--- src/rtl/qea_run_sequencer_if.sv ---
// Host-side streams of the run sequencer: context words in, final state rows out.
interface qea_run_sequencer_if #(
  parameter int GATE_CONTEXT_DATA_WIDTH = 64,
  parameter int STATE_ADDR_WIDTH        = 16,
  parameter int ROW_WIDTH               = 256
);
  logic                               i_ctx_valid;
  logic [GATE_CONTEXT_DATA_WIDTH-1:0] i_ctx_data;
  logic                               o_ctx_ready;
  logic                               o_rd_valid;
  logic [ROW_WIDTH-1:0]               o_rd_data;
  logic [STATE_ADDR_WIDTH-1:0]        o_rd_addr;
  logic                               o_rd_last;
  logic                               i_rd_ready;

  modport master (
    output i_ctx_valid, i_ctx_data, i_rd_ready,
    input  o_ctx_ready, o_rd_valid, o_rd_data, o_rd_addr, o_rd_last
  );
  modport slave (
    input  i_ctx_valid, i_ctx_data, i_rd_ready,
    output o_ctx_ready, o_rd_valid, o_rd_data, o_rd_addr, o_rd_last
  );
endinterface

--- src/rtl/qea_run_sequencer.sv ---
// QEA host sequencer: loads context and initial basis state, starts the core,
// times the run with a timeout guard, then streams the final state vector out.
module qea_run_sequencer #(
  parameter int PE_NUM_WIDTH            = 2,
  parameter int PE_NUM                  = 2**PE_NUM_WIDTH,
  parameter int STATE_DATA_WIDTH        = 64,
  parameter int STATE_ADDR_WIDTH        = 16,
  parameter int GATE_CONTEXT_DATA_WIDTH = 64,
  parameter int GATE_CONTEXT_ADDR_WIDTH = 16,
  parameter int MAX_QBIT_WIDTH          = 6,
  parameter logic [STATE_DATA_WIDTH-1:0] INIT_AMP = 64'h40000000_00000000,
  parameter int RD_LAT                  = 1,
  parameter int CYC_WIDTH               = 32
) (
  input  logic                                     clk,
  input  logic                                     rst,
  input  logic                                     i_start,
  input  logic [MAX_QBIT_WIDTH-1:0]                i_qbit_num,
  input  logic [GATE_CONTEXT_ADDR_WIDTH:0]         i_ins_num,
  input  logic [STATE_ADDR_WIDTH+PE_NUM_WIDTH-1:0] i_basis_idx,
  qea_run_sequencer_if.slave                       host,
  output logic                                     o_qea_ctx_en,
  output logic                                     o_qea_ctx_wea,
  output logic [GATE_CONTEXT_ADDR_WIDTH-1:0]       o_qea_ctx_addr,
  output logic [GATE_CONTEXT_DATA_WIDTH-1:0]       o_qea_ctx_data,
  output logic                                     o_qea_state_ena,
  output logic                                     o_qea_state_wea,
  output logic [STATE_ADDR_WIDTH-1:0]              o_qea_state_addra,
  output logic [PE_NUM*STATE_DATA_WIDTH-1:0]       o_qea_state_dina,
  output logic                                     o_qea_start,
  input  logic                                     i_qea_complete,
  input  logic [PE_NUM*STATE_DATA_WIDTH-1:0]       i_qea_state_dout,
  output logic                                     o_busy,
  output logic                                     o_done,
  output logic                                     o_timeout,
  output logic [CYC_WIDTH-1:0]                     o_cycles
);
  localparam int BW  = STATE_ADDR_WIDTH + PE_NUM_WIDTH;
  localparam int RW  = PE_NUM * STATE_DATA_WIDTH;
  localparam int CAW = GATE_CONTEXT_ADDR_WIDTH;
  localparam int SAW = STATE_ADDR_WIDTH;
  localparam logic [CAW:0] CTX_DEPTH = {1'b1, {CAW{1'b0}}};

  typedef enum logic [2:0] {
    S_IDLE, S_LOAD_CTX, S_LOAD_STATE, S_START, S_RUN, S_READ, S_DONE
  } state_t;

  state_t                       state_q, state_d;
  logic [CAW:0]                 ins_q, ins_d, ctx_cnt_q, ctx_cnt_d;
  logic [BW-1:0]                basis_q, basis_d;
  logic [SAW-1:0]               last_row_q, last_row_d, row_q, row_d;
  logic                         ctx_en_q, ctx_en_d;
  logic [CAW-1:0]               ctx_addr_q, ctx_addr_d;
  logic [GATE_CONTEXT_DATA_WIDTH-1:0] ctx_data_q, ctx_data_d;
  logic [RD_LAT-1:0]            rd_vld_q;
  logic                         rd_issue, drain;
  logic [SAW-1:0]               rd_tag_q, rd_tag_d, out_addr_q, out_addr_d;
  logic                         iss_done_q, iss_done_d, out_vld_q, out_vld_d;
  logic [RW-1:0]                out_data_q, out_data_d;
  logic [CYC_WIDTH-1:0]         cyc_q, cyc_d;
  logic                         tmo_q, tmo_d;
  logic [SAW:0]                 span;

  always_comb begin
    state_d    = state_q;
    ins_d      = ins_q;
    basis_d    = basis_q;
    last_row_d = last_row_q;
    ctx_cnt_d  = ctx_cnt_q;
    ctx_en_d   = 1'b0;
    ctx_addr_d = ctx_addr_q;
    ctx_data_d = ctx_data_q;
    row_d      = row_q;
    rd_tag_d   = rd_tag_q;
    iss_done_d = iss_done_q;
    out_vld_d  = out_vld_q;
    out_data_d = out_data_q;
    out_addr_d = out_addr_q;
    cyc_d      = cyc_q;
    tmo_d      = tmo_q;
    rd_issue   = 1'b0;
    drain      = 1'b0;
    span       = {{SAW{1'b0}}, 1'b1} << (i_qbit_num - MAX_QBIT_WIDTH'(PE_NUM_WIDTH));
    case (state_q)
      S_IDLE: begin
        if (i_start) begin
          tmo_d     = 1'b0;
          ctx_cnt_d = '0;
          row_d     = '0;
          ins_d     = (i_ins_num > CTX_DEPTH) ? CTX_DEPTH : i_ins_num;
          // Shifts past BW leave the whole index in range.
          basis_d   = i_basis_idx & ~({BW{1'b1}} << i_qbit_num);
          last_row_d = (i_qbit_num <= MAX_QBIT_WIDTH'(PE_NUM_WIDTH)) ? '0
                                                                      : span[SAW-1:0] - 1'b1;
          state_d   = (i_ins_num == '0) ? S_LOAD_STATE : S_LOAD_CTX;
        end
      end
      S_LOAD_CTX: begin
        if (host.i_ctx_valid) begin
          ctx_en_d   = 1'b1;
          ctx_addr_d = ctx_cnt_q[CAW-1:0];
          ctx_data_d = host.i_ctx_data;
          ctx_cnt_d  = ctx_cnt_q + 1'b1;
          if (ctx_cnt_d == ins_q) state_d = S_LOAD_STATE;
        end
      end
      S_LOAD_STATE: begin
        row_d = row_q + 1'b1;
        if (row_q == last_row_q) begin
          row_d   = '0;
          state_d = S_START;
        end
      end
      S_START: begin
        cyc_d      = '0;
        iss_done_d = 1'b0;
        state_d    = S_RUN;
      end
      S_RUN: begin
        cyc_d = cyc_q + 1'b1;
        // The first two RUN cycles may still see a stale complete level.
        if (i_qea_complete && cyc_q >= CYC_WIDTH'(2)) begin
          state_d = S_READ;
        end else if (&cyc_d) begin
          tmo_d   = 1'b1;
          state_d = S_DONE;
        end
      end
      S_READ: begin
        drain = out_vld_q && host.i_rd_ready;
        if (drain) begin
          out_vld_d = 1'b0;
          if (out_addr_q == last_row_q) state_d = S_DONE;
        end
        if (!iss_done_q && !(|rd_vld_q) && (!out_vld_q || drain)) begin
          rd_issue = 1'b1;
          rd_tag_d = row_q;
          row_d    = row_q + 1'b1;
          if (row_q == last_row_q) iss_done_d = 1'b1;
        end
        if (rd_vld_q[RD_LAT-1]) begin
          out_vld_d  = 1'b1;
          out_data_d = i_qea_state_dout;
          out_addr_d = rd_tag_q;
        end
      end
      S_DONE:  state_d = S_IDLE;
      default: state_d = S_IDLE;
    endcase
  end

  always_ff @(posedge clk) begin
    if (rst) begin
      state_q    <= S_IDLE;
      ins_q      <= '0;
      basis_q    <= '0;
      last_row_q <= '0;
      ctx_cnt_q  <= '0;
      ctx_en_q   <= 1'b0;
      ctx_addr_q <= '0;
      ctx_data_q <= '0;
      row_q      <= '0;
      rd_vld_q   <= '0;
      rd_tag_q   <= '0;
      iss_done_q <= 1'b0;
      out_vld_q  <= 1'b0;
      out_data_q <= '0;
      out_addr_q <= '0;
      cyc_q      <= '0;
      tmo_q      <= 1'b0;
    end else begin
      state_q    <= state_d;
      ins_q      <= ins_d;
      basis_q    <= basis_d;
      last_row_q <= last_row_d;
      ctx_cnt_q  <= ctx_cnt_d;
      ctx_en_q   <= ctx_en_d;
      ctx_addr_q <= ctx_addr_d;
      ctx_data_q <= ctx_data_d;
      row_q      <= row_d;
      rd_vld_q[0] <= rd_issue;
      for (int i = 1; i < RD_LAT; i++) rd_vld_q[i] <= rd_vld_q[i-1];
      rd_tag_q   <= rd_tag_d;
      iss_done_q <= iss_done_d;
      out_vld_q  <= out_vld_d;
      out_data_q <= out_data_d;
      out_addr_q <= out_addr_d;
      cyc_q      <= cyc_d;
      tmo_q      <= tmo_d;
    end
  end

  logic wr_state;
  assign wr_state = (state_q == S_LOAD_STATE);

  // Lane 0 sits in the most significant slot of a row.
  for (genvar l = 0; l < PE_NUM; l++) begin : g_lane
    assign o_qea_state_dina[(PE_NUM-l)*STATE_DATA_WIDTH-1 -: STATE_DATA_WIDTH] =
      (wr_state && row_q == basis_q[BW-1:PE_NUM_WIDTH] &&
       basis_q[PE_NUM_WIDTH-1:0] == PE_NUM_WIDTH'(l)) ? INIT_AMP : '0;
  end

  assign o_qea_state_ena   = wr_state || rd_issue;
  assign o_qea_state_wea   = wr_state;
  assign o_qea_state_addra = row_q;
  assign o_qea_ctx_en      = ctx_en_q;
  assign o_qea_ctx_wea     = ctx_en_q;
  assign o_qea_ctx_addr    = ctx_addr_q;
  assign o_qea_ctx_data    = ctx_data_q;
  assign o_qea_start       = (state_q == S_START);
  assign o_busy            = (state_q != S_IDLE);
  assign o_done            = (state_q == S_DONE);
  assign o_timeout         = tmo_q;
  assign o_cycles          = cyc_q;

  assign host.o_ctx_ready = (state_q == S_LOAD_CTX);
  assign host.o_rd_valid  = out_vld_q;
  assign host.o_rd_data   = out_data_q;
  assign host.o_rd_addr   = out_addr_q;
  assign host.o_rd_last   = out_vld_q && (out_addr_q == last_row_q);
endmodule

--- src/flat_wrapper.sv ---
// flat-port wrapper written by rule: the top's interface ports become plain ports
module qea_run_sequencer_flat 
#(
  parameter int PE_NUM_WIDTH            = 2,
  parameter int PE_NUM                  = 2**PE_NUM_WIDTH,
  parameter int STATE_DATA_WIDTH        = 64,
  parameter int STATE_ADDR_WIDTH        = 16,
  parameter int GATE_CONTEXT_DATA_WIDTH = 64,
  parameter int GATE_CONTEXT_ADDR_WIDTH = 16,
  parameter int MAX_QBIT_WIDTH          = 6,
  parameter logic [STATE_DATA_WIDTH-1:0] INIT_AMP = 64'h40000000_00000000,
  parameter int RD_LAT                  = 1,
  parameter int CYC_WIDTH               = 32
)
  (clk, rst, i_start, i_qbit_num, i_ins_num, i_basis_idx, o_qea_ctx_en, o_qea_ctx_wea, o_qea_ctx_addr, o_qea_ctx_data, o_qea_state_ena, o_qea_state_wea, o_qea_state_addra, o_qea_state_dina, o_qea_start, i_qea_complete, i_qea_state_dout, o_busy, o_done, o_timeout, o_cycles, host_i_ctx_valid, host_i_ctx_data, host_i_rd_ready, host_o_ctx_ready, host_o_rd_valid, host_o_rd_data, host_o_rd_addr, host_o_rd_last);
  qea_run_sequencer_if #(.GATE_CONTEXT_DATA_WIDTH(GATE_CONTEXT_DATA_WIDTH), .STATE_ADDR_WIDTH(STATE_ADDR_WIDTH)) host_i ();
  input  logic clk;
  input  logic rst;
  input  logic i_start;
  input  logic [MAX_QBIT_WIDTH-1:0] i_qbit_num;
  input  logic [GATE_CONTEXT_ADDR_WIDTH:0] i_ins_num;
  input  logic [STATE_ADDR_WIDTH+PE_NUM_WIDTH-1:0] i_basis_idx;
  output logic o_qea_ctx_en;
  output logic o_qea_ctx_wea;
  output logic [GATE_CONTEXT_ADDR_WIDTH-1:0] o_qea_ctx_addr;
  output logic [GATE_CONTEXT_DATA_WIDTH-1:0] o_qea_ctx_data;
  output logic o_qea_state_ena;
  output logic o_qea_state_wea;
  output logic [STATE_ADDR_WIDTH-1:0] o_qea_state_addra;
  output logic [PE_NUM*STATE_DATA_WIDTH-1:0] o_qea_state_dina;
  output logic o_qea_start;
  input  logic i_qea_complete;
  input  logic [PE_NUM*STATE_DATA_WIDTH-1:0] i_qea_state_dout;
  output logic o_busy;
  output logic o_done;
  output logic o_timeout;
  output logic [CYC_WIDTH-1:0] o_cycles;
  input wire logic [$bits(host_i.i_ctx_valid)-1:0] host_i_ctx_valid;
  input wire logic [$bits(host_i.i_ctx_data)-1:0] host_i_ctx_data;
  input wire logic [$bits(host_i.i_rd_ready)-1:0] host_i_rd_ready;
  output wire logic [$bits(host_i.o_ctx_ready)-1:0] host_o_ctx_ready;
  output wire logic [$bits(host_i.o_rd_valid)-1:0] host_o_rd_valid;
  output wire logic [$bits(host_i.o_rd_data)-1:0] host_o_rd_data;
  output wire logic [$bits(host_i.o_rd_addr)-1:0] host_o_rd_addr;
  output wire logic [$bits(host_i.o_rd_last)-1:0] host_o_rd_last;
  assign host_i.i_ctx_valid = host_i_ctx_valid;
  assign host_i.i_ctx_data = host_i_ctx_data;
  assign host_i.i_rd_ready = host_i_rd_ready;
  assign host_o_ctx_ready = host_i.o_ctx_ready;
  assign host_o_rd_valid = host_i.o_rd_valid;
  assign host_o_rd_data = host_i.o_rd_data;
  assign host_o_rd_addr = host_i.o_rd_addr;
  assign host_o_rd_last = host_i.o_rd_last;
  qea_run_sequencer #(.PE_NUM_WIDTH(PE_NUM_WIDTH), .PE_NUM(PE_NUM), .STATE_DATA_WIDTH(STATE_DATA_WIDTH), .STATE_ADDR_WIDTH(STATE_ADDR_WIDTH), .GATE_CONTEXT_DATA_WIDTH(GATE_CONTEXT_DATA_WIDTH), .GATE_CONTEXT_ADDR_WIDTH(GATE_CONTEXT_ADDR_WIDTH), .MAX_QBIT_WIDTH(MAX_QBIT_WIDTH), .INIT_AMP(INIT_AMP), .RD_LAT(RD_LAT), .CYC_WIDTH(CYC_WIDTH)) u_core (.clk(clk), .rst(rst), .i_start(i_start), .i_qbit_num(i_qbit_num), .i_ins_num(i_ins_num), .i_basis_idx(i_basis_idx), .host(host_i), .o_qea_ctx_en(o_qea_ctx_en), .o_qea_ctx_wea(o_qea_ctx_wea), .o_qea_ctx_addr(o_qea_ctx_addr), .o_qea_ctx_data(o_qea_ctx_data), .o_qea_state_ena(o_qea_state_ena), .o_qea_state_wea(o_qea_state_wea), .o_qea_state_addra(o_qea_state_addra), .o_qea_state_dina(o_qea_state_dina), .o_qea_start(o_qea_start), .i_qea_complete(i_qea_complete), .i_qea_state_dout(i_qea_state_dout), .o_busy(o_busy), .o_done(o_done), .o_timeout(o_timeout), .o_cycles(o_cycles));
endmodule
--- config.mk ---
export PLATFORM = sky130hd
export DESIGN_NAME = qea_run_sequencer_flat
export DESIGN_NICKNAME = d
export VERILOG_FILES = /design/src/rtl/qea_run_sequencer_if.sv /design/src/rtl/qea_run_sequencer.sv /design/src/flat_wrapper.sv
export SDC_FILE = /design/constraint.sdc
export NUM_CORES = 1
export LEC_CHECK = 0
export CAP_MARGIN = 20
export CORE_AREA = 4 4 406 408
export DETAILED_ROUTE_END_ITERATION = 16
export DIE_AREA = 0 0 410 412
export RECOVER_POWER = 100
export SYNTH_ARGS = -nofsm -noshare
export SYNTH_HDL_FRONTEND = slang
export SYNTH_SLANG_ARGS = --single-unit
--- constraint.sdc ---
create_clock -name clk -period 4 [get_ports clk]
set_input_delay 0.6 -clock clk [delete_from_list [all_inputs] [get_ports clk]]
set_output_delay 0.6 -clock clk [all_outputs]
set_load 0.03 [all_outputs]
==> results of run 1 <==
-- state kept, by name, indices dropped and copies added (netlist names), 3 cells and up --
register / count
u_core.host.o_rd_data: 256
u_core.o_qea_ctx_data: 64
u_core.o_cycles: 32
u_core.basis_q: 18
u_core.ctx_cnt_q: 17
u_core.ins_q: 17
u_core.host.o_rd_addr: 16
u_core.last_row_q: 16
u_core.o_qea_ctx_addr: 16
u_core.o_qea_state_addra: 16
u_core.rd_tag_q: 16
u_core.state_q: 3
-- layout by cell type (no fill, tap or decap), types with 7 or more instances in the layout --
master,Yosys,layout
sky130_fd_sc_hd__clkbuf_16,0,60
sky130_fd_sc_hd__or3_1,8,8
sky130_fd_sc_hd__clkinv_2,0,9
sky130_fd_sc_hd__nor3_1,25,24
sky130_fd_sc_hd__ha_1,10,10
sky130_fd_sc_hd__a211oi_1,9,9
sky130_fd_sc_hd__a31oi_1,8,8
sky130_fd_sc_hd__dlygate4sd3_1,0,409
sky130_fd_sc_hd__nor2_1,135,135
sky130_fd_sc_hd__mux2i_1,17,17
sky130_fd_sc_hd__a21oi_1,422,422
sky130_fd_sc_hd__conb_1,1,252
sky130_fd_sc_hd__clkdlybuf4s50_1,0,368
sky130_fd_sc_hd__nand2_1,811,811
sky130_fd_sc_hd__buf_12,0,7
sky130_fd_sc_hd__clkinvlp_4,0,7
sky130_fd_sc_hd__o21ai_0,52,52
sky130_fd_sc_hd__o211ai_1,7,7
sky130_fd_sc_hd__xnor2_1,46,46
sky130_fd_sc_hd__and3_1,14,14
sky130_fd_sc_hd__nand3_1,41,41
sky130_fd_sc_hd__xor2_1,53,53
sky130_fd_sc_hd__inv_1,16,16
sky130_fd_sc_hd__nand4_1,32,33
sky130_fd_sc_hd__nor4_1,30,27
sky130_fd_sc_hd__a311oi_1,9,9
sky130_fd_sc_hd__a22oi_1,37,37
sky130_fd_sc_hd__buf_4,256,46
sky130_fd_sc_hd__clkbuf_1,188,20
sky130_fd_sc_hd__dfxtp_1,492,489
sky130_fd_sc_hd__clkbuf_8,0,9
sky130_fd_sc_hd__nand3b_1,9,9
-- per-layer routing --
metal	global-route usage	vias up
li1	-	10300
met1	0.127	10000
met2	0.205	801
met3	0.0290	174
met4	0.0336	8
met5	0	-
-- synthesized netlist by cell type, drive strengths merged (5+ instances only) --
library cell  instances  share of area
xnor2                46          0.018
nand2b                5         0.0014
nand2               811           0.14
nor4                 32          0.010
nor3                 25         0.0057
a211oi                9         0.0031
and2                 11         0.0033
nand4                35          0.011
buf                 271          0.091
nor2b                 5         0.0014
a21oi               422          0.096
inv                  16         0.0027
nand3b                9         0.0031
nor2                135          0.023
a311oi                9         0.0036
nand3                41         0.0094
xor2                 53          0.021
a22oi                37          0.013
clkbuf              188          0.032
dfxtp               492           0.45
or4                   5         0.0021
a31oi                 8         0.0023
a21boi                5         0.0017
mux2i                17         0.0078
or3                   8         0.0023
and3                 14         0.0040
o21ai                53          0.012
ha                   10         0.0057
o211ai                7         0.0024
-- report_power, final --
part	leakage, nW	internal [mW]	switching [mW]
logic	7.85	0.922	1.66
clock network	0.953	3.19	2.33
registers	3.97	5.11	0.195
-- kinds of logic after synthesis --
family | after synthesis | share of synthesized area
other | 1 | 0.000171
xor gates and xnor gates | 99 | 0.0396
AOI/OAI and AO/OA | 581 | 0.147
muxes | 18 | 0.00829
and+or+nand+nor | 1155 | 0.223
adders and majority gates | 10 | 0.00572
DFF | 492 | 0.450
buffers and inverters | 475 | 0.126
-- worst max-delay path by stage --
stage / cells after the start / slack (ns) / endpoint / start
4_1_cts: 7 / 0.002 / o_qea_state_dina[254] / u_core.basis_q[11]
3_5_place_dp: 14 / 0.1 / u_core.last_row_q[14] / i_qbit_num[1]
5_1_grt: 7 / 0.01 / o_qea_state_dina[254] / u_core.o_qea_state_addra[0]
6_report: 4 / 0.17 / o_qea_state_dina[126] / u_core.state_q[0]
3_3_place_gp: 14 / 0.005 / u_core.last_row_q[14] / i_qbit_num[1]
2_1_floorplan: 10 / 0.55 / u_core.state_q[1] / u_core.o_cycles[1]
-- per-stage QoR --
stage / area [um^2] / instances / hold slack, ns
after floorplan: 22800 / 3082 / 0.432
after global placement: 31300 / 5641 / 0.440
after detailed placement: 31300 / 5641 / 0.445
after CTS: 33300 / 5750 / 0.366
after global routing: 33200 / 5750 / 0.385
final: 33200 / 5752 / 0.423
-- cell type report --
type                            count  area (um^2)
Antenna cell                        2         5.00
Clock buffer                       82         1670
Clock inverter                     27          300
Fill cell                       18000       128000
Inverter                           16         60.1
Multi-Input combinational cell   2115        10200
Sequential cell                   492         9850
Tap cell                         2175         2720
Timing Repair Buffer              843         8340
==> impl_metrics.xml, run 1 <==
<?xml version="1.0" encoding="UTF-8"?>
<metrics>
  <group name="synth">
    <metric name="syn-cell-area" unit="mm^2">0.0219</metric>
    <metric name="yosys_register_bits" unit="">492</metric>
    <metric name="ys_seq_area_frac" unit="">0.450</metric>
    <metric name="ys.warnings.count" unit="">0</metric>
    <metric name="ys_async_sr_fraction" unit="">0</metric>
    <metric name="ys.flop_type" unit="">sky130_fd_sc_hd__dfxtp_1</metric>
    <metric name="synth-edff-count" unit="">0</metric>
    <metric name="yosysUniqueCellTypes" unit="">67</metric>
    <metric name="synthesis.area_per_instance" unit="um^2">7.73</metric>
    <metric name="synthesis.instances" unit="">2831</metric>
  </group>
  <group name="critical_path">
    <metric name="cpLargestDelayFamily" unit="">simple AND/OR/NAND/NOR gates</metric>
    <metric name="worst_reg_to_reg_cells" unit="">6</metric>
    <metric name="r2r_start" unit="">u_core.state_q[0]</metric>
    <metric name="cp_cell_sequence" unit="">or3b_2 &gt; nor3_2 &gt; and3b_1 &gt; clkdlybuf4s50_1</metric>
    <metric name="worstSetupPathType" unit="">flop to primary output</metric>
    <metric name="cp_num_buf_inv" unit="">1</metric>
    <metric name="critPathSlowestCell" unit="">sky130_fd_sc_hd__clkdlybuf4s50_1</metric>
    <metric name="critical_path_at" unit="ns">3.23</metric>
    <metric name="critical_path_fanouts_max" unit="">12</metric>
    <metric name="critical_path.endpoint_type" unit="">primary output</metric>
    <metric name="r2r_setup_slack" unit="ns">0.37</metric>
    <metric name="start_kind" unit="">flop</metric>
    <metric name="critical_path.max_stage_delay" unit="ns">0.73</metric>
    <metric name="worst-endpoint-required" unit="ns">3.40</metric>
    <metric name="regToRegEndpoint" unit="">u_core.host.o_rd_data[80]</metric>
  </group>
  <group name="finish">
    <metric name="flow.area_growth_from_synthesis" unit="%">51.6</metric>
    <metric name="final_nets" unit="">3905</metric>
    <metric name="post_route_cells_drive_above_1_share" unit="">0.0501</metric>
    <metric name="core_occupancy_in_the_finished_layout" unit="">0.205</metric>
  </group>
  <group name="drt">
    <metric name="drt_iter0_drc" unit="">1205</metric>
    <metric name="remaining_drc_errors" unit="">0</metric>
    <metric name="drt-met1-wl" unit="mm">39.9</metric>
    <metric name="routed_length_on_met3" unit="mm">7.09</metric>
    <metric name="dr.pass1.iters" unit="">5</metric>
    <metric name="avgRoutedWirePerCell" unit="um">17.8</metric>
    <metric name="dr.max_layer_used" unit="">met5</metric>
    <metric name="final_antenna_net_count" unit="">0</metric>
    <metric name="via_density" unit="">3.70</metric>
    <metric name="dr_total_vias" unit="">21300</metric>
    <metric name="met2_length" unit="mm">52.1</metric>
    <metric name="finalWirelength" unit="mm">102</metric>
  </group>
  <group name="pwr">
    <metric name="leakage" unit="nW">12.8</metric>
    <metric name="power" unit="mW">13.4</metric>
    <metric name="ir_drop" unit="V">0.000337</metric>
    <metric name="p_per_area" unit="mW/mm^2">404</metric>
  </group>
  <group name="sta">
    <metric name="max_slew_margin" unit="">-0.483</metric>
    <metric name="fin_crit_sh" unit="">0.958</metric>
    <metric name="max_freq" unit="MHz">261</metric>
    <metric name="drv_slew" unit="">83</metric>
    <metric name="setup_viol_count_final" unit="">0</metric>
    <metric name="timing.final.crit_period" unit="ns">3.83</metric>
    <metric name="final.setup.tns" unit="ns">0</metric>
    <metric name="final.setup.worst_slack" unit="ns">0.167</metric>
    <metric name="clock-skew-final" unit="ns">0.0348</metric>
    <metric name="max_slew.worst_pin.slew" unit="ns">2.22</metric>
    <metric name="grt_setup_unrepaired" unit="">false</metric>
    <metric name="hold_viol" unit="">0</metric>
  </group>
  <group name="hold_path">
    <metric name="hold-path-endpoint" unit="">u_core.o_qea_ctx_data[4]</metric>
    <metric name="hp-class" unit="">primary input to flop</metric>
    <metric name="min_delay_path_depth" unit="">2</metric>
    <metric name="worstHoldStart" unit="">rst</metric>
  </group>
  <group name="die">
    <metric name="die-area" unit="mm^2">0.169</metric>
    <metric name="initial_core_util" unit="">0.135</metric>
    <metric name="dieWidth" unit="um">410</metric>
    <metric name="floorplan.io_pins" unit="">1034</metric>
    <metric name="dieHeight" unit="um">412</metric>
    <metric name="placement_rows" unit="">148</metric>
    <metric name="placeableCoreArea" unit="mm^2">0.162</metric>
  </group>
  <group name="grt">
    <metric name="antenna_found_initial" unit="">27</metric>
    <metric name="grt_max_degree" unit="">121</metric>
    <metric name="grt_pass1_vias" unit="">20000</metric>
    <metric name="grt_pass1_wl" unit="mm">141</metric>
    <metric name="groute.usage.overall" unit="">0.112</metric>
    <metric name="grt_overflow_total" unit="">0</metric>
  </group>
  <group name="cts">
    <metric name="cts_inserted_buffers" unit="">60</metric>
    <metric name="h-tree-depth" unit="">2</metric>
    <metric name="worstSkewPairLatency" unit="ns">0.66</metric>
    <metric name="worst_setup_hold_path_clk_slew" unit="ns">0.06</metric>
    <metric name="tritoncts_num_sinks" unit="">492</metric>
    <metric name="cts_buffer_depth" unit="">3</metric>
    <metric name="postCtsHoldBufs" unit="">0</metric>
    <metric name="tritoncts" unit="">done</metric>
    <metric name="clk_root_buffer_cell" unit="">sky130_fd_sc_hd__clkbuf_16</metric>
    <metric name="post_cts_setup_driven_buffer_insertion_count" unit="">0</metric>
    <metric name="cts_resized" unit="">3</metric>
  </group>
  <group name="run_status">
    <metric name="outcome" unit="">finished, violations left</metric>
    <metric name="violations_in_the_final_reports" unit="">capacitance limit, slew limit</metric>
  </group>
  <group name="run">
    <metric name="maximum_capacitance_violations" unit="">2</metric>
  </group>
  <group name="placed_design">
    <metric name="detailedPlacementHpwl" unit="mm">80.8</metric>
    <metric name="globalplace.congestion" unit="">0.884</metric>
    <metric name="pre_cts_slack" unit="ns">0.0955</metric>
    <metric name="io_buffers" unit="">781</metric>
  </group>
</metrics>
Power figures use the tool's default switching activity.
==> run 2, diff against run 1 <==
--- a/config.mk
+++ b/config.mk
@@ -9,6 +9,7 @@
 export CORE_AREA = 4 4 406 408
 export DETAILED_ROUTE_END_ITERATION = 16
 export DIE_AREA = 0 0 410 412
+export PLACE_DENSITY = 0.38
 export RECOVER_POWER = 100
 export SYNTH_ARGS = -nofsm -noshare
 export SYNTH_HDL_FRONTEND = slang
==> run 2 against run 1 <==
  * The flow still finishes with violations (capacitance limit, slew limit)
  * Sequential share of layout area shrank 0.44 points
  * Clock power grew 16%
  * Power grew 6.3%
  * Cell count grew 0.57%
  * Hold slack lost 0.010 ns
  * Sequential power is essentially flat
  * Non-clock buffer count grew 12
  * Clock skew shrank 0.012 ns
  * Die area is the same
  * Maximum frequency grew 3.6%
  * Global-route usage grew 0.99 points
  * Core utilization grew 0.30 points
  * Critical path type unchanged
  * Largest power group unchanged
==> impl_metrics.xml, run 2 (same netlist as run 1, synthesis figures left out) <==
<?xml version="1.0" encoding="UTF-8"?>
<metrics>
  <group name="run_status">
    <metric name="outcome" unit="">finished, violations left</metric>
    <metric name="violations_in_the_final_reports" unit="">capacitance limit, slew limit</metric>
  </group>
  <group name="pwr">
    <metric name="p_per_area" unit="mW/mm^2">423</metric>
    <metric name="ir_drop" unit="V">0.000275</metric>
    <metric name="leakage" unit="nW">13.1</metric>
  </group>
  <group name="sta">
    <metric name="clock-skew-final" unit="ns">0.0228</metric>
    <metric name="drv_slew" unit="">160</metric>
    <metric name="fin_crit_sh" unit="">0.925</metric>
    <metric name="max_slew.worst_pin.slew" unit="ns">2.52</metric>
    <metric name="max_freq" unit="MHz">270</metric>
    <metric name="grt_setup_unrepaired" unit="">false</metric>
    <metric name="hold_viol" unit="">0</metric>
    <metric name="timing.final.crit_period" unit="ns">3.70</metric>
    <metric name="setup_viol_count_final" unit="">0</metric>
    <metric name="max_slew_margin" unit="">-0.681</metric>
    <metric name="final.setup.tns" unit="ns">0</metric>
  </group>
  <group name="grt">
    <metric name="grt_overflow_total" unit="">0</metric>
    <metric name="antenna_found_initial" unit="">19</metric>
    <metric name="grt_pass1_vias" unit="">20300</metric>
    <metric name="grt_pass1_wl" unit="mm">151</metric>
    <metric name="groute.usage.overall" unit="">0.122</metric>
    <metric name="grt_max_degree" unit="">92</metric>
  </group>
  <group name="die">
    <metric name="placement_rows" unit="">148</metric>
    <metric name="dieWidth" unit="um">410</metric>
    <metric name="placeableCoreArea" unit="mm^2">0.162</metric>
    <metric name="dieHeight" unit="um">412</metric>
    <metric name="initial_core_util" unit="">0.135</metric>
    <metric name="floorplan.io_pins" unit="">1034</metric>
    <metric name="die-area" unit="mm^2">0.169</metric>
  </group>
  <group name="critical_path">
    <metric name="critical_path.endpoint_type" unit="">primary output</metric>
    <metric name="critical_path_fanouts_max" unit="">4</metric>
    <metric name="critical_path_at" unit="ns">3.10</metric>
    <metric name="critical_path.max_stage_delay" unit="ns">0.74</metric>
    <metric name="worst-endpoint-required" unit="ns">3.40</metric>
    <metric name="critPathSlowestCell" unit="">sky130_fd_sc_hd__dlygate4sd3_1</metric>
    <metric name="cpLargestDelayFamily" unit="">simple AND/OR/NAND/NOR gates</metric>
    <metric name="worstSetupPathType" unit="">flop to primary output</metric>
    <metric name="start_kind" unit="">flop</metric>
    <metric name="cp_num_buf_inv" unit="">1</metric>
    <metric name="cp_cell_sequence" unit="">xor2_1 &gt; nor4_1 &gt; nand4_1 &gt; nor3_2 &gt; and3b_1 &gt; dlygate4sd3_1</metric>
  </group>
  <group name="drt">
    <metric name="final_antenna_net_count" unit="">0</metric>
    <metric name="remaining_drc_errors" unit="">0</metric>
    <metric name="drt_iter0_drc" unit="">1115</metric>
    <metric name="via_density" unit="">3.66</metric>
    <metric name="avgRoutedWirePerCell" unit="um">18.9</metric>
    <metric name="dr_total_vias" unit="">21200</metric>
    <metric name="dr.pass1.iters" unit="">5</metric>
    <metric name="finalWirelength" unit="mm">109</metric>
  </group>
  <group name="finish">
    <metric name="final_nets" unit="">3926</metric>
    <metric name="top_library_cells_by_usage_in_the_layout_fill_and_taps_aside" unit="">sky130_fd_sc_hd__nand2_1 (811), sky130_fd_sc_hd__dfxtp_1 (492), sky130_fd_sc_hd__a21oi_1 (422), sky130_fd_sc_hd__dlygate4sd3_1 (414), sky130_fd_sc_hd__clkdlybuf4s50_1 (366)</metric>
    <metric name="final-instance-count-excl-fill" unit="">5785</metric>
    <metric name="largest_register_ff_count" unit="">256</metric>
    <metric name="flow.area_growth_from_synthesis" unit="%">53.9</metric>
    <metric name="post_route_cells_drive_above_1_share" unit="">0.0558</metric>
    <metric name="mostFrequentLayoutCell" unit="">sky130_fd_sc_hd__nand2_1</metric>
  </group>
  <group name="cts">
    <metric name="tritoncts_num_sinks" unit="">492</metric>
    <metric name="h-tree-depth" unit="">3</metric>
    <metric name="worstSkewPairLatency" unit="ns">0.66</metric>
    <metric name="cts_buffer_depth" unit="">3</metric>
    <metric name="cts_resized" unit="">0</metric>
    <metric name="postCtsHoldBufs" unit="">0</metric>
    <metric name="cts_inserted_buffers" unit="">69</metric>
    <metric name="post_cts_setup_driven_buffer_insertion_count" unit="">0</metric>
    <metric name="tritoncts" unit="">done</metric>
    <metric name="clk_root_buffer_cell" unit="">sky130_fd_sc_hd__clkbuf_16</metric>
    <metric name="worst_setup_hold_path_clk_slew" unit="ns">0.06</metric>
  </group>
  <group name="placed_design">
    <metric name="inst_count_dp" unit="">5653</metric>
    <metric name="io_buffers" unit="">781</metric>
    <metric name="globalplace.congestion" unit="">0.827</metric>
    <metric name="detailedPlacementHpwl" unit="mm">84.1</metric>
  </group>
  <group name="run">
    <metric name="maximum_capacitance_violations" unit="">4</metric>
  </group>
  <group name="hold_path">
    <metric name="hp-class" unit="">primary input to flop</metric>
  </group>
</metrics>
[run 2: changes by cell type in the layout (fill, tap and decap cells not counted), sizes merged]
| cell | delta |
|---|---|
| diode | +4 |
| clkdlybuf4s50 | -2 |
| clkinv | +1 |
| inv | +2 |
| clkinvlp | -3 |
| buf | +9 |
| dlygate4sd3 | +5 |
| clkbuf | +17 |
[run 2: final timing paths]
| kind | start | end | slack [ns] | depth (start not counted) |
|---|---|---|---|---|
| worst max-delay path | u_core.basis_q[11] | o_qea_state_dina[126] | 0.30 | 6 |
| worst min-delay path | rst | u_core.host.o_rd_data[248] | 0.41 | 2 |
| worst max register to register | u_core.o_cycles[1] | u_core.state_q[1] | 0.40 | 9 |
| worst min register to register | u_core.rd_tag_q[12] | u_core.host.o_rd_addr[12] | 0.45 | 2 |
[run 2: power by group]
group	leakage, nW	internal [mW]	total (mW)	switching (mW)
registers	3.97	5.12	5.32	0.205
logic	7.95	0.905	2.55	1.65
clock network	1.15	3.81	6.38	2.57
total	13.1	9.83	14.3	4.43
[run 2: final cells by class]
type / count / area (um^2)
Inverter: 16 / 60.1
Antenna cell: 6 / 15.0
Fill cell: 18200 / 128000
Timing Repair Buffer: 855 / 8470
Sequential cell: 492 / 9850
Clock inverter: 27 / 309
Multi-Input combinational cell: 2115 / 10200
Clock buffer: 99 / 2020
Tap cell: 2175 / 2720
[run 2: worst reg2reg max path, stage by stage, from the launching register on]
cell and delay (ns):
sky130_fd_sc_hd__dfxtp_1 0.52, sky130_fd_sc_hd__ha_1 0.30, sky130_fd_sc_hd__nand3_1 0.14, sky130_fd_sc_hd__nor4_2 0.49
sky130_fd_sc_hd__and4b_1 0.26, sky130_fd_sc_hd__nor3_1 0.05, sky130_fd_sc_hd__or4_1 0.60, sky130_fd_sc_hd__or4_4 0.60
sky130_fd_sc_hd__and2_0 0.22, sky130_fd_sc_hd__o41ai_2 0.30
[run 2: layer usage]
metal	vias to the layer above	track usage	wire, um
met5	-	0	35
met1	9960	0.140	43500
met2	731	0.211	53900
met4	6	0.0347	2850
li1	10400	-	-
met3	142	0.0461	9190
[run 2: through the flow]
stage               utilization  cell area [um^2]  worst slack, ns  total power, mW  hold slack, ns
finish                    0.208             33700            0.301             14.3           0.412
global route              0.208             33700           0.0285             15.0           0.376
CTS                       0.209             33700           0.0433             14.7           0.349
detailed placement        0.194             31400            0.418             8.09           0.444
global placement          0.194             31400            0.440             8.10           0.439
floorplan                     -             22800            0.555             7.07           0.432
